===== src/rtl/uop_queue_if.sv =====
// uop_queue_if: decode/dispatch-side bundle of the uop queue.
//
// Handshake semantics (both directions):
//   Enqueue: decode presents a group on enq_valid/enq_uop. The group is taken
//   at a clk edge when enq_ready=1 and flush=0; otherwise decode holds it.
//   enq_ready depends only on registered occupancy, never on deq_ack.
//   Dequeue: deq_valid/deq_uop show the two oldest entries (lane 0 older).
//   deq_ack consumes entries at the clk edge and must be a prefix of
//   deq_valid (2'b00, 2'b10, 2'b11).
//
// Signals:
//   enq_valid [0:1]        decode lane valids, lane 0 older
//   enq_uop   2 x UOP_W    decode lane payloads
//   enq_ready              queue can take a full 2-uop group
//   deq_valid [0:1]        head / head+1 valid
//   deq_uop   2 x UOP_W    head / head+1 payloads
//   deq_ack   [0:1]        entries consumed this cycle
//   flush                  exception flush, discards everything
//   count                  current occupancy
interface uop_queue_if #(
  parameter int DEPTH = 8,
  parameter int UOP_W = 64
);
  localparam int CW = $clog2(DEPTH) + 1;

  logic [0:1]            enq_valid;
  logic [0:1][UOP_W-1:0] enq_uop;
  logic                  enq_ready;
  logic [0:1]            deq_valid;
  logic [0:1][UOP_W-1:0] deq_uop;
  logic [0:1]            deq_ack;
  logic                  flush;
  logic [CW-1:0]         count;

  // master = decode/dispatch side, slave = the queue
  modport master (
    output enq_valid, enq_uop, deq_ack, flush,
    input  enq_ready, deq_valid, deq_uop, count
  );

  modport slave (
    input  enq_valid, enq_uop, deq_ack, flush,
    output enq_ready, deq_valid, deq_uop, count
  );
endinterface


===== src/rtl/uop_queue.sv =====
// uop_queue: 2-wide in-order circular buffer between decode and dispatch.
// Presents the two oldest uops to dispatch (lane 0 older than lane 1) and is
// cleared wholesale on flush.
//
// Ports:
//   clk    clock
//   rst_n  asynchronous active-low reset
//   q      uop_queue_if.slave: enqueue group, dequeue pair, ack, flush, count
module uop_queue #(
  parameter int DEPTH = 8,
  parameter int UOP_W = 64
) (
  input  logic clk,
  input  logic rst_n,
  uop_queue_if.slave q
);
  localparam int PW = $clog2(DEPTH);
  localparam int CW = PW + 1;

  logic [PW-1:0]    head;
  logic [PW-1:0]    tail;
  logic [CW-1:0]    count;
  logic [UOP_W-1:0] mem [DEPTH];

  logic [PW-1:0] head_p1;
  logic [PW-1:0] tail_p1;
  logic [PW-1:0] lane1_slot;
  logic          accept;
  logic          ack0;
  logic          ack1;
  logic [1:0]    n_enq;
  logic [1:0]    n_deq;

  assign head_p1 = head + PW'(1);
  assign tail_p1 = tail + PW'(1);

  // Registered count only: a same-cycle dequeue cannot raise enq_ready.
  assign q.enq_ready = (count <= CW'(DEPTH - 2));
  assign q.count     = count;

  assign q.deq_valid  = {count >= CW'(1), count >= CW'(2)};
  assign q.deq_uop[0] = mem[head];
  assign q.deq_uop[1] = mem[head_p1];

  assign accept = q.enq_ready & ~q.flush;
  assign n_enq  = accept ? ({1'b0, q.enq_valid[0]} + {1'b0, q.enq_valid[1]}) : 2'd0;

  // Acks are masked with deq_valid; lane 1 only counts behind lane 0, so a
  // 2'b01 ack degrades to no dequeue.
  assign ack0  = q.deq_ack[0] & q.deq_valid[0] & ~q.flush;
  assign ack1  = q.deq_ack[1] & q.deq_valid[1] & ack0;
  assign n_deq = {1'b0, ack0} + {1'b0, ack1};

  // Valid lanes are compacted: lane 1 lands at tail when lane 0 is idle.
  assign lane1_slot = q.enq_valid[0] ? tail_p1 : tail;

  always_ff @(posedge clk or negedge rst_n) begin
    if (!rst_n) begin
      head  <= '0;
      tail  <= '0;
      count <= '0;
    end else if (q.flush) begin
      head  <= '0;
      tail  <= '0;
      count <= '0;
    end else begin
      head  <= head + PW'(n_deq);
      tail  <= tail + PW'(n_enq);
      count <= count + CW'(n_enq) - CW'(n_deq);
    end
  end

  // Payload storage is not reset; entries are only read while valid.
  always_ff @(posedge clk) begin
    if (accept) begin
      if (q.enq_valid[0]) mem[tail] <= q.enq_uop[0];
      if (q.enq_valid[1]) mem[lane1_slot] <= q.enq_uop[1];
    end
  end

  a_count_max: assert property (@(posedge clk) disable iff (!rst_n)
    count <= CW'(DEPTH));

  a_count_ptrs: assert property (@(posedge clk) disable iff (!rst_n)
    (count != CW'(DEPTH)) |-> (count == {1'b0, PW'(tail - head)}));

  a_ack_legal: assert property (@(posedge clk) disable iff (!rst_n)
    !(q.deq_ack[1] && !q.deq_ack[0]) &&
    !(q.deq_ack[0] && !q.deq_valid[0]) &&
    !(q.deq_ack[1] && !q.deq_valid[1]));
endmodule


===== src/flat_wrapper.sv =====
// flat-port wrapper written by rule: the top's interface ports become plain ports
module uop_queue_flat 
#(
  parameter int DEPTH = 8,
  parameter int UOP_W = 64
)
  (clk, rst_n, q_enq_valid, q_enq_uop, q_deq_ack, q_flush, q_enq_ready, q_deq_valid, q_deq_uop, q_count);
  uop_queue_if #(.DEPTH(DEPTH), .UOP_W(UOP_W)) q_i ();
  input  logic clk;
  input  logic rst_n;
  input wire logic [$bits(q_i.enq_valid)-1:0] q_enq_valid;
  input wire logic [$bits(q_i.enq_uop)-1:0] q_enq_uop;
  input wire logic [$bits(q_i.deq_ack)-1:0] q_deq_ack;
  input wire logic [$bits(q_i.flush)-1:0] q_flush;
  output wire logic [$bits(q_i.enq_ready)-1:0] q_enq_ready;
  output wire logic [$bits(q_i.deq_valid)-1:0] q_deq_valid;
  output wire logic [$bits(q_i.deq_uop)-1:0] q_deq_uop;
  output wire logic [$bits(q_i.count)-1:0] q_count;
  assign q_i.enq_valid = q_enq_valid;
  assign q_i.enq_uop = q_enq_uop;
  assign q_i.deq_ack = q_deq_ack;
  assign q_i.flush = q_flush;
  assign q_enq_ready = q_i.enq_ready;
  assign q_deq_valid = q_i.deq_valid;
  assign q_deq_uop = q_i.deq_uop;
  assign q_count = q_i.count;
  uop_queue #(.DEPTH(DEPTH), .UOP_W(UOP_W)) u_core (.clk(clk), .rst_n(rst_n), .q(q_i));
endmodule

===== config.mk =====
export PLATFORM = sky130hd
export DESIGN_NAME = uop_queue_flat
export DESIGN_NICKNAME = d
export VERILOG_FILES = /design/src/rtl/uop_queue_if.sv /design/src/rtl/uop_queue.sv /design/src/flat_wrapper.sv
export SDC_FILE = /design/constraint.sdc
export NUM_CORES = 1
export LEC_CHECK = 0
export CELL_PAD_IN_SITES_DETAIL_PLACEMENT = 0
export CELL_PAD_IN_SITES_GLOBAL_PLACEMENT = 1
export CORE_AREA = 2 2 266 295
export DETAILED_ROUTE_END_ITERATION = 10
export DIE_AREA = 0 0 268 297
export PLACE_DENSITY_LB_ADDON = 0.1
export SYNTH_ARGS = -nofsm -noshare
export SYNTH_HDL_FRONTEND = slang
export SYNTH_SLANG_ARGS = --single-unit

===== constraint.sdc =====
create_clock -name clk -period 10.15 [get_ports clk]
set_clock_uncertainty 0.2 [all_clocks]
set_input_delay 1.015 -clock clk [delete_from_list [all_inputs] [get_ports clk]]
set_output_delay 1.015 -clock clk [all_outputs]
set_load 0.01 [all_outputs]

Yosys cells after proc, flatten, opt, wreduce, memory -nomap -nowiden
Memory sizes are Yosys's and may differ from the RTL's.
Cells that the tools add are included.
{"block": "totals", "output_inout_bits": 135, "reg_bits": 10, "elab_cells": 32, "mem_count": 1, "mem_bits_rw": 512, "input_bits": 135}
{"name": "u_core.mem", "words": 8, "word_bits": 64, "read_ports": 2, "rd_clocked_by_memory_dff": 0, "wr": 2, "line_no": "uop_queue.sv:23", "text": "logic [UOP_W-1:0] mem [DEPTH];"}
{"block": "op_classes", "n_lt_le_gt_ge": 3, "bitwise_logic": 6, "addsub": 8, "mux": 11}
{"operator": "$mux W3", "n": 3}
{"operator": "$add A3 B1 Y3 const B", "n": 2}
{"operator": "$add A3 B2 Y3", "n": 2}
{"operator": "$mux W1", "n": 6}
{"operator": "$and A1 B1 Y1", "n": 5}
{"operator": "$add A1 B1 Y2", "n": 2}
{"operator": "$add A4 B2 Y4", "n": 1}
{"operator": "$ge A4 B1 Y1 const B", "n": 1}
{"operator": "$ge A4 B2 Y1 const B", "n": 1}
{"operator": "$le A4 B3 Y1 const B", "n": 1}
{"operator": "$mux W4", "n": 1}
{"operator": "$sub A4 B2 Y4", "n": 1}
{"operator": "$mux W2", "n": 1}
{"operator": "$not A1 Y1", "n": 1}

Longest topological paths before layout
Gate-level depths: netlist of the first run.
{"block": "logic_depth", "word_depth": 7, "depth_mapped": 13, "ltp_nobuf": 12}

Worst setup path after synthesis of the first run
OpenSTA, ideal clock, no wires.
{"block": "synth_path", "kind": "input port to flip-flop", "start": "input q_enq_valid[1]", "end": "memory u_core.mem[0][0] (enable)", "cell_stages": 5, "arrival_time_ns": 4.517, "n_path_buf": 1, "slack_ns": 4.946, "required_time_ns": 9.464, "setup_time_ns": 0.486, "path_cell_list": "buf_4 > or3_1 > o21ai_2 > a22oi_1 > nor2_1"}
{"item": "start: declaration", "line_no": "flat_wrapper.sv:11", "text": "input wire logic [$bits(q_i.enq_valid)-1:0] q_enq_valid;"}
{"item": "end: declaration", "line_no": "uop_queue.sv:23"}

Final worst setup path of the first run
{"block": "layout_path", "start": "register u_core.head[1]", "end": "output q_deq_uop[67]"}
{"block": "layout_via", "elab_chain_len": 1}
{"item": "start: declaration", "line_no": "uop_queue.sv:20", "text": "logic [PW-1:0] head;"}
{"item": "start signal: assignment", "line_no": "uop_queue.sv:67", "text": "head <= head + PW'(n_deq);"}
{"item": "$mem_v2 Z8 W64"}
{"item": "end: declaration", "line_no": "flat_wrapper.sv:17", "text": "output wire logic [$bits(q_i.deq_uop)-1:0] q_deq_uop;"}
No other way between the ends.

==> results of run 1 <==
[logic make-up (layout without fill, tap and decap cells)]
kind of cell | count (synthesis) | count (layout) | synth area share, %
mux | 897 | 897 | 43.5
xor+xnor | 5 | 5 | 0.144
other cells | 0 | 5 | 0
flops | 522 | 522 | 51.4
buf+inv | 137 | 421 | 2.67
fa+ha+maj | 15 | 15 | 0.716
compound gates | 16 | 16 | 0.457
simple gates | 51 | 51 | 1.14
[worst min-delay path by stage]
stage                     slack, ns  depth (start not counted)                        to                startpoint
final                          0.42                          2  u_core.tail[2]$_DFF_PN0_  u_core.tail[2]$_DFF_PN0_
after global routing           0.47                          2  u_core.tail[2]$_DFF_PN0_  u_core.tail[2]$_DFF_PN0_
after CTS                      0.43                          2  u_core.tail[2]$_DFF_PN0_  u_core.tail[2]$_DFF_PN0_
after detailed placement       0.41                          2  u_core.tail[2]$_DFF_PN0_  u_core.tail[2]$_DFF_PN0_
after global placement         0.39                          2  u_core.tail[2]$_DFF_PN0_  u_core.tail[2]$_DFF_PN0_
after floorplan                0.35                          2  u_core.tail[2]$_DFF_PN0_  u_core.tail[2]$_DFF_PN0_
[state kept, by name, indices dropped and copies added (netlist names)]
| register | cells |
|---|---|
| u_core.q.count | 4 |
| u_core.tail | 3 |
| u_core.head | 3 |
| u_core.mem | 512 |
[synthesized netlist by cell type (all sizes together) (5+ instances only)]
cell | instances | area (sq um)
dfrtp | 10 | 250
nor2b | 7 | 43.8
nor2 | 16 | 60.1
buf | 94 | 646
mux4 | 256 | 5770
mux2 | 641 | 7440
clkbuf | 31 | 116
edfxtp | 512 | 15400
inv | 12 | 50.1
a22oi | 6 | 45.0
ha | 11 | 138
nand2 | 5 | 18.8
nand3 | 8 | 108
[per-stage QoR]
step                setup WS (ns)  cell area (sq um)  util [%]  hold slack, ns
floorplan                    4.95              30400         -           0.348
global placement             4.97              34000      44.3           0.391
detailed placement           4.94              34000      44.3           0.411
CTS                          4.52              35800      46.7           0.432
global route                 4.36              35800      46.7           0.466
finish                       4.68              35800      46.7           0.423
[per-layer routing]
metal | part of all wire, % | routed length (um) | vias up
met2 | 51 | 44500 | 381
met3 | 4.3 | 3770 | 115
met4 | 2.0 | 1790 | 16
met5 | 0.13 | 112 | -
met1 | 42 | 37000 | 9224
li1 | - | - | 7383
[where the power goes]
part | switching (uW) | total [uW] | leakage, uW | internal [uW]
registers | 57.8 | 2580 | 0.00476 | 2520
logic | 1060 | 2320 | 0.00566 | 1260
clock network | 877 | 2060 | 0.000886 | 1190
total | 1990 | 6970 | 0.0113 | 4970
[worst reg2reg max path, delay by kind of cell (launching register included)]
kind	cells	cell delay, ns
AO/OA/AOI/OAI	1	0.16
buffers and inverters	1	0.84
multiplexers	1	0.43
adder cells (fa/ha/maj)	1	0.29
AND/OR/NAND/NOR	2	1.32
flip-flops	1	0.58
[cell type report]
cell class | count | area share (%)
inverters | 12 | 0.140
clock buffers | 75 | 4.41
multi-input cells | 984 | 39.2
repair buffers | 302 | 8.24
clock inverters | 32 | 0.667
diodes | 5 | 0.0349
flip-flops and latches | 522 | 43.6
well taps | 1035 | 3.61
==> reports/qor.yml, run 1 <==
met3_usage_pct: 3.45
drt_pre_antenna_iters: 4
max_freq_ghz: 0.183
worst_slew_pin_slew_ns: 1.16
finalSetupTns_ns: 0
synth_fp_nets: 1793
drtIter0Drc: 1120
synthFlopType: "edfxtp_1"
placed_cells: 2855
cts-root-buf: "clkbuf_16"
slew_headroom_pct: 22.8
vias: 17100
synth_seq_cells: 522
reg2reg_depth: 6
slowest_stage: "buf_4"
cp-endpoint: "q_deq_uop[67]"
cpLargestDelayFamily: "buffers and inverters"
fp.dieArea_sq_mm: 0.0796
r2r-end: "u_core.mem[1][1]$_DFFE_PP_"
drive_gt1_share_pct: 50.2
antenna_found_initial: 12
use_met1_pct: 29.1
clockBufferDepth: 3
htreeDepth: 2
dieHeight_um: 297
ctsResizeCount: 0
gp_congestion: 0.735
cp_num_cells: 5
wl_per_cell_um: 29.4
top_level_ports: 270
r2r-start: "u_core.tail[0]$_DFF_PN0_"
grtUsageTotal_pct: 22.0
yosys_warnings: 0
dp_hpwl_um: 49200
die_w_um: 268
path_cells: "buf_4, buf_4, mux4_2, mux2_2, clkdlybuf4s50_1"
clkTransAtPathRegs_ns: 0.06
busiest_layer: "met2"
drv_cap: 0
final_nets: 2032
setup_viol_count_final: 0
drt_wl_total_um: 87200
startpoint: "u_core.head[1]$_DFF_PN0_"
regArea_sq_mm: 0.0156
final_cell_mix: "mux2_2, edfxtp_1, clkdlybuf4s50_1"
max-vdd-ir-drop_v: 0.000119
critPathCaptureType: "output pin"
reg2reg_slack_ns: 6.11
final_common_cell: "mux2_2"
cpMostUsedCell: "buf_4"
drv_slew: 0
cts_sinks: 522
cellLeakagePower_uw: 0.0113
syn2layout_area_growth_pct: 17.9
grt_pass1_vias: 18600
vias_per_cell: 5.77
hold_viol: 0
grt-ovfl-total: 0
start_util_pct: 39.6
cts_tree: "yes"
port_buffers: 269
rsz0062_at_grt: "false"
hold_buffers: 0
worst-path-buf-inv: 3
clk_latency_ns: 0.60
hold_path_class: "reg2reg"
cpPeakStageDelay_ns: 0.91
fin_crit_sh_pct: 53.9
avgSynthCellArea_sq_um: 18.5
synth_cell_types: 45
rows: 107
crit_arrival_ns: 4.25
ys_async_sr_fraction_pct: 1.92
numCtsBuffers: 60
fin_crit_ns: 5.47
grt_pass1_wl_um: 127000
crit_fanout: 47
netlist_area_sq_mm: 0.0304
design.core.area_sq_mm: 0.0767
met2_usage_pct: 37.9
multiInputGateArea_sq_mm: 0.0141
powerDensity_mw_per_mm2: 194
grt_start_max_net_pins: 156
critPathLaunchType: "register"
cp_data_required_time_ns: 8.94
outcome: "completed"
synth_edf_count: 512
cts_setup_buffers: 0
drc: 0
ant_nets: 0
crit_type: "reg2out"
fillerInstances: 6567
yosysSeqAreaShare_pct: 51.4
fin_cells: 2967
syn_inst: 1643
power_uw: 6970
Note: power is estimated with default switching activity, not from simulation.
==> inputs of run 2 (changes only) <==
Clock period 10.15 ns to 5.15 ns, I/O delays scaled along.
==> run 2 against run 1 <==
  * Register-to-register slack worse by 4.4 ns
  * Sequential share of layout area is 0.28 points lower
  * Critical endpoint is now q_deq_uop[1]
  * Clock-buffer cell count is 2 higher
  * First-iteration DRC count is 0.98% lower
  * Final area is 0.64% higher
==> reports/qor.yml, run 2 (synthesis results as in run 1) <==
critPathLaunchType: "register"
max-vdd-ir-drop_v: 0.000302  # +150%
drv_cap: 0  # unchanged
fp.dieArea_sq_mm: 0.0796  # unchanged
ant_nets: 0  # unchanged
final_nets: 2042  # +0.49%
grt_pass1_wl_um: 131000  # +2.5%
hold_path_class: "in2async"
rsz0062_at_grt: "false"
reg_top3: "u_core.mem (512), u_core.q.count (4)"
slew_headroom_pct: 34.9  # +12 points
start_util_pct: 39.6  # unchanged
final_common_cell: "mux2_2"
worst_slew_pin_slew_ns: 0.977  # -0.179 ns
switchingPower_uw: 4000  # +100%
drv_slew: 0  # unchanged
place_ws_ns: 1.27  # -3.67 ns
clockBufferDepth: 3  # unchanged
internal_power_uw: 9710  # +95%
antenna_found_initial: 17  # +5
cts_tree: "yes"
pwr-share-clk_pct: 28.9  # -0.7 points
critPathCaptureType: "output pin"
vias_per_cell: 5.83  # +1.1%
clk_latency_ns: 0.62  # +0.02 ns
rows: 107  # unchanged
largest_register_ffs: 512  # unchanged
final_cell_mix: "mux2_2, edfxtp_1, clkdlybuf4s50_1"
vias: 17400  # +1.4%
gp_congestion: 0.737  # +0.23%
outcome: "completed"
cp_data_required_time_ns: 4.43  # -4.51 ns
ctsResizeCount: 0  # unchanged
crit_fanout: 60  # +28%
grt_pass1_vias: 18800  # +0.67%
grtUsageTotal_pct: 22.6  # +0.56 points
drc: 0  # unchanged
htreeDepth: 2  # unchanged
hold_viol: 0  # unchanged
cpLargestDelayFamily: "buffers and inverters"
cts_setup_buffers: 0  # unchanged
placed_cells: 2866  # +0.39%
worst-path-buf-inv: 2  # -1
power_uw: 13700  # +97%
fin_crit_ns: 4.33
clkTransAtPathRegs_ns: 0.06  # about the same
cts-root-buf: "clkbuf_16"
cts_sinks: 522  # unchanged
comb_power_share_pct: 33.9  # +0.5 points
die_w_um: 268  # unchanged
syn2layout_area_growth_pct: 18.6
numCtsBuffers: 59  # -1.7%
top_register: "u_core.mem"
holdWs_ns: 0.0389  # -0.384 ns
dp_hpwl_um: 51300  # +4.4%
reg2reg_slack_ns: 1.68  # -4.43 ns
design.core.area_sq_mm: 0.0767  # unchanged
drt_pre_antenna_iters: 5  # +1
drtIter0Drc: 1109  # -0.98%
wl_per_cell_um: 30.0  # +2.2%
slowest_stage: "dfrtp_4"
grt-ovfl-total: 0  # unchanged
switching_share_pct: 29.2  # +0.56 points
grt_start_max_net_pins: 109  # -30%
drive_gt1_share_pct: 50.4  # +0.21 points
crit_arrival_ns: 3.62  # -0.63 ns
powerDensity_mw_per_mm2: 380  # +95%
fin_cells: 2975  # +0.27%
drt_wl_total_um: 89400  # +2.5%
top_level_ports: 270  # unchanged
power.share.sequential_pct: 37.3  # +0.3 points
finalSetupTns_ns: 0  # unchanged
layout_setup_ws_ns: 0.819  # -3.86 ns
cellLeakagePower_uw: 0.0114  # +0.70%
path_cells: "ha_4, buf_12, mux4_2, mux2_2, clkdlybuf4s50_1"
max_freq_ghz: 0.231
dieHeight_um: 297  # unchanged
hold_buffers: 0  # unchanged
crit_type: "reg2out"
setup_viol_count_final: 0  # unchanged
port_buffers: 269  # unchanged
cpPeakStageDelay_ns: 0.68  # -0.23 ns
fin_crit_sh_pct: 84.1
run 2: cell count changes in the layout (fill, tap and decap cells not counted):
cell,previous run,this run
buf_12,1,18
buf_4,32,26
clkbuf_1,14,17
clkinv_1,19,16
clkinv_2,8,5
bufinv_16,4,2
inv_6,1,3
clkbuf_16,61,60
clkinv_8,0,1
run 2: worst paths after layout:
kind                                        startpoint  depth (start not counted)                          end
setup / recovery              u_core.head[0]$_DFF_PN0_                          5                 q_deq_uop[1]
hold / removal                                   rst_n                          1     u_core.tail[1]$_DFF_PN0_
setup reg to reg           u_core.q.count[3]$_DFF_PN0_                          7  u_core.mem[4][60]$_DFFE_PP_
hold reg to reg               u_core.tail[2]$_DFF_PN0_                          2     u_core.tail[2]$_DFF_PN0_
max in group asynchronous                        rst_n                          1     u_core.head[2]$_DFF_PN0_
min in group clk              u_core.tail[2]$_DFF_PN0_                          2     u_core.tail[2]$_DFF_PN0_
run 2: per-layer routing:
metal / track usage, % / part of all wire (%)
met5: 0 / 0.17
met4: 4.95 / 1.8
met3: 4.03 / 5.5
met2: 38.9 / 51
met1: 29.8 / 42
run 2: area by class of cell:
| cell class | count | area [sq um] |
|---|---|---|
| fill | 6509 | 40700 |
| sequential | 522 | 15600 |
| multi-input combinational | 984 | 14100 |
| timing repair buffer | 313 | 3250 |
| clock buffer | 77 | 1570 |
| tap | 1035 | 1290 |
| clock inverter | 27 | 186 |
| inverter | 12 | 50.0 |
| antenna | 5 | 12.5 |
run 2: power by group through the flow:
stage / logic [uW] / registers [uW] / clock network [uW]
2_1_floorplan: 2820 / 5140 / 0
3_3_place_gp: 4700 / 5180 / 0
3_5_place_dp: 4720 / 5200 / 0
4_1_cts: 4740 / 5110 / 4030
5_1_grt: 4930 / 5130 / 4200
6_report: 4640 / 5110 / 3950
run 2: stage by stage:
| step | util (%) | cell area, sq um |
|---|---|---|
| 3_3_place_gp | 44.7 | 34300 |
| 4_1_cts | 47.0 | 36000 |
| 2_1_floorplan | - | 30400 |
| 6_report | 47.0 | 36100 |
| 3_5_place_dp | 44.7 | 34300 |
| 5_1_grt | 47.0 | 36100 |
==> RTL change: new RTL, config.mk and constraints of run 2 <==
`UOP_W` is set to 64 in 3 places; all go to 96.
--- a/src/rtl/uop_queue_if.sv
+++ b/src/rtl/uop_queue_if.sv
@@ -19,7 +19,7 @@
 //   count                  current occupancy
 interface uop_queue_if #(
   parameter int DEPTH = 8,
-  parameter int UOP_W = 64
+  parameter int UOP_W = 96
 );
   localparam int CW = $clog2(DEPTH) + 1;
 
--- a/src/rtl/uop_queue.sv
+++ b/src/rtl/uop_queue.sv
@@ -8,7 +8,7 @@
 //   q      uop_queue_if.slave: enqueue group, dequeue pair, ack, flush, count
 module uop_queue #(
   parameter int DEPTH = 8,
-  parameter int UOP_W = 64
+  parameter int UOP_W = 96
 ) (
   input  logic clk,
   input  logic rst_n,
--- a/src/flat_wrapper.sv
+++ b/src/flat_wrapper.sv
@@ -2,7 +2,7 @@
 module uop_queue_flat 
 #(
   parameter int DEPTH = 8,
-  parameter int UOP_W = 64
+  parameter int UOP_W = 96
 )
   (clk, rst_n, q_enq_valid, q_enq_uop, q_deq_ack, q_flush, q_enq_ready, q_deq_valid, q_deq_uop, q_count);
   uop_queue_if #(.DEPTH(DEPTH), .UOP_W(UOP_W)) q_i ();
Ports: changed (resized q_deq_uop and q_enq_uop); port bits go from 270 to 398. The function was not compared with the original's and may differ.
==> RTL change against run 2 <==
  * Cell area increased by 46%
  * Total power increased by 46%
  * Sequential cell count increased by 256
  * Utilization increased by 21 points
  * Clock power increased by 44%
  * Routed wire length increased by 36%
  * Setup slack got worse by 0.27 ns
  * Area after synthesis increased by 47%
  * Critical path type unchanged
  * Largest cell class unchanged
==> RTL change: results <==
{
  "first_iter_violations": 2418,
  "grt_max_degree": 141,
  "outcome": "finished, final reports clean",
  "numPortBuffers": 397,
  "antenna_found_initial": 31,
  "ys_top_cells_by_count": "901 x mux2_2, 768 x edfxtp_1, 384 x mux4_2",
  "nFillCells": 5071,
  "multi_input_area_um2": 20460,
  "synth_edf_count": 768,
  "irDropWorstVdd_mv": 0.3456,
  "slowest_stage": "ha_4",
  "drive_gt1_frac": 0.5364,
  "p_leak_nw": 16.57,
  "worst_pin_slew_ns": 1.071,
  "drt-vias-per-instance": 6.713,
  "yosysSeqAreaShare": 0.5217,
  "crit_fanout": 70,
  "post_dp_cell_area_um2": 49910,
  "reg.largest.list": "u_core.mem: 768 flops, u_core.q.count: 4 flops",
  "grt_usage": 0.3074,
  "grt_pass1_vias": 27830,
  "cts-buffers-inserted": 82,
  "synth_cell_types": 42,
  "max_stage_delay_ns": 0.79,
  "cts_max_level": 3,
  "async_flop_share": 0.01285,
  "synth_fp_nets": 2630,
  "finalWirelength_um": 121400
}
==> RTL change: cell types whose count changed after synthesis, sizes merged <==
cell / delta
mux2: +320
edfxtp: +256
mux4: +128
buf: +48
clkbuf: +21
==> RTL change: area by class of cell <==
cell class                      instances  area share
Clock inverter                         41    0.006270
Tap cell                             1035     0.02467
Antenna cell                           18   0.0008582
Clock buffer                          108     0.04196
Inverter                               12   0.0009059
Sequential cell                       778      0.4444
Multi-Input combinational cell       1432      0.3898
Timing Repair Buffer                  455     0.09116
==> RTL change: path summary, 6_finish.rpt <==
check	to	slack (ns)	cells after the start	startpoint
max in group asynchronous	u_core.head[1]$_DFF_PN0_	4.35	1	rst_n
min in group clk	u_core.tail[2]$_DFF_PN0_	0.41	2	u_core.tail[2]$_DFF_PN0_
min	u_core.q.count[2]$_DFF_PN0_	0.03	1	rst_n
min reg2reg	u_core.tail[2]$_DFF_PN0_	0.41	2	u_core.tail[2]$_DFF_PN0_
max reg2reg	u_core.mem[7][82]$_DFFE_PP_	1.44	8	u_core.q.count[3]$_DFF_PN0_
max	q_deq_uop[65]	0.55	5	u_core.head[0]$_DFF_PN0_
==> RTL change: stage by stage <==
stage	setup slack (ns)	std cells	power [mW]
floorplan	0.7227	2416	11.71
global placement	1.185	3712	14.34
detailed placement	1.150	3712	14.44
CTS	0.4830	3861	20.15
global route	0.4452	3878	20.73
finish	0.5509	3879	20.01
==> RTL change: logic make-up (layout without fill, tap and decap cells) <==
logic type | Yosys count | count (layout) | share of synthesized area
adder cells (fa/ha/maj) | 15 | 15 | 0.004872
other | 0 | 18 | 0
AO/OA/AOI/OAI | 16 | 16 | 0.002884
multiplexers | 1345 | 1345 | 0.4391
buffers and inverters | 206 | 616 | 0.02388
XOR/XNOR | 5 | 5 | 0.0009802
AND/OR/NAND/NOR | 51 | 51 | 0.006636
flip-flops | 778 | 778 | 0.5217
==> RTL change: worst register-to-register path, stage by stage (launching register included) <==
cell	delay, ns
dfrtp_1	0.40
inv_1	0.09
ha_1	0.14
a31o_2	0.51
inv_4	0.21
nand3_4	0.13
buf_4	0.63
buf_4	0.70
mux2_2	0.44
==> RTL change: where the power goes <==
group | internal, mW | switching, mW
registers | 7.40 | 0.189
clock network | 3.21 | 2.49
logic | 3.70 | 3.02
==> RTL change: layer usage <==
metal | GRT usage | part of all wire | vias up
met5 | 0 | 0.0015 | -
li1 | - | - | 10900
met3 | 0.06664 | 0.074 | 216
met4 | 0.1109 | 0.031 | 28
met1 | 0.4103 | 0.39 | 13880
met2 | 0.5002 | 0.50 | 1018
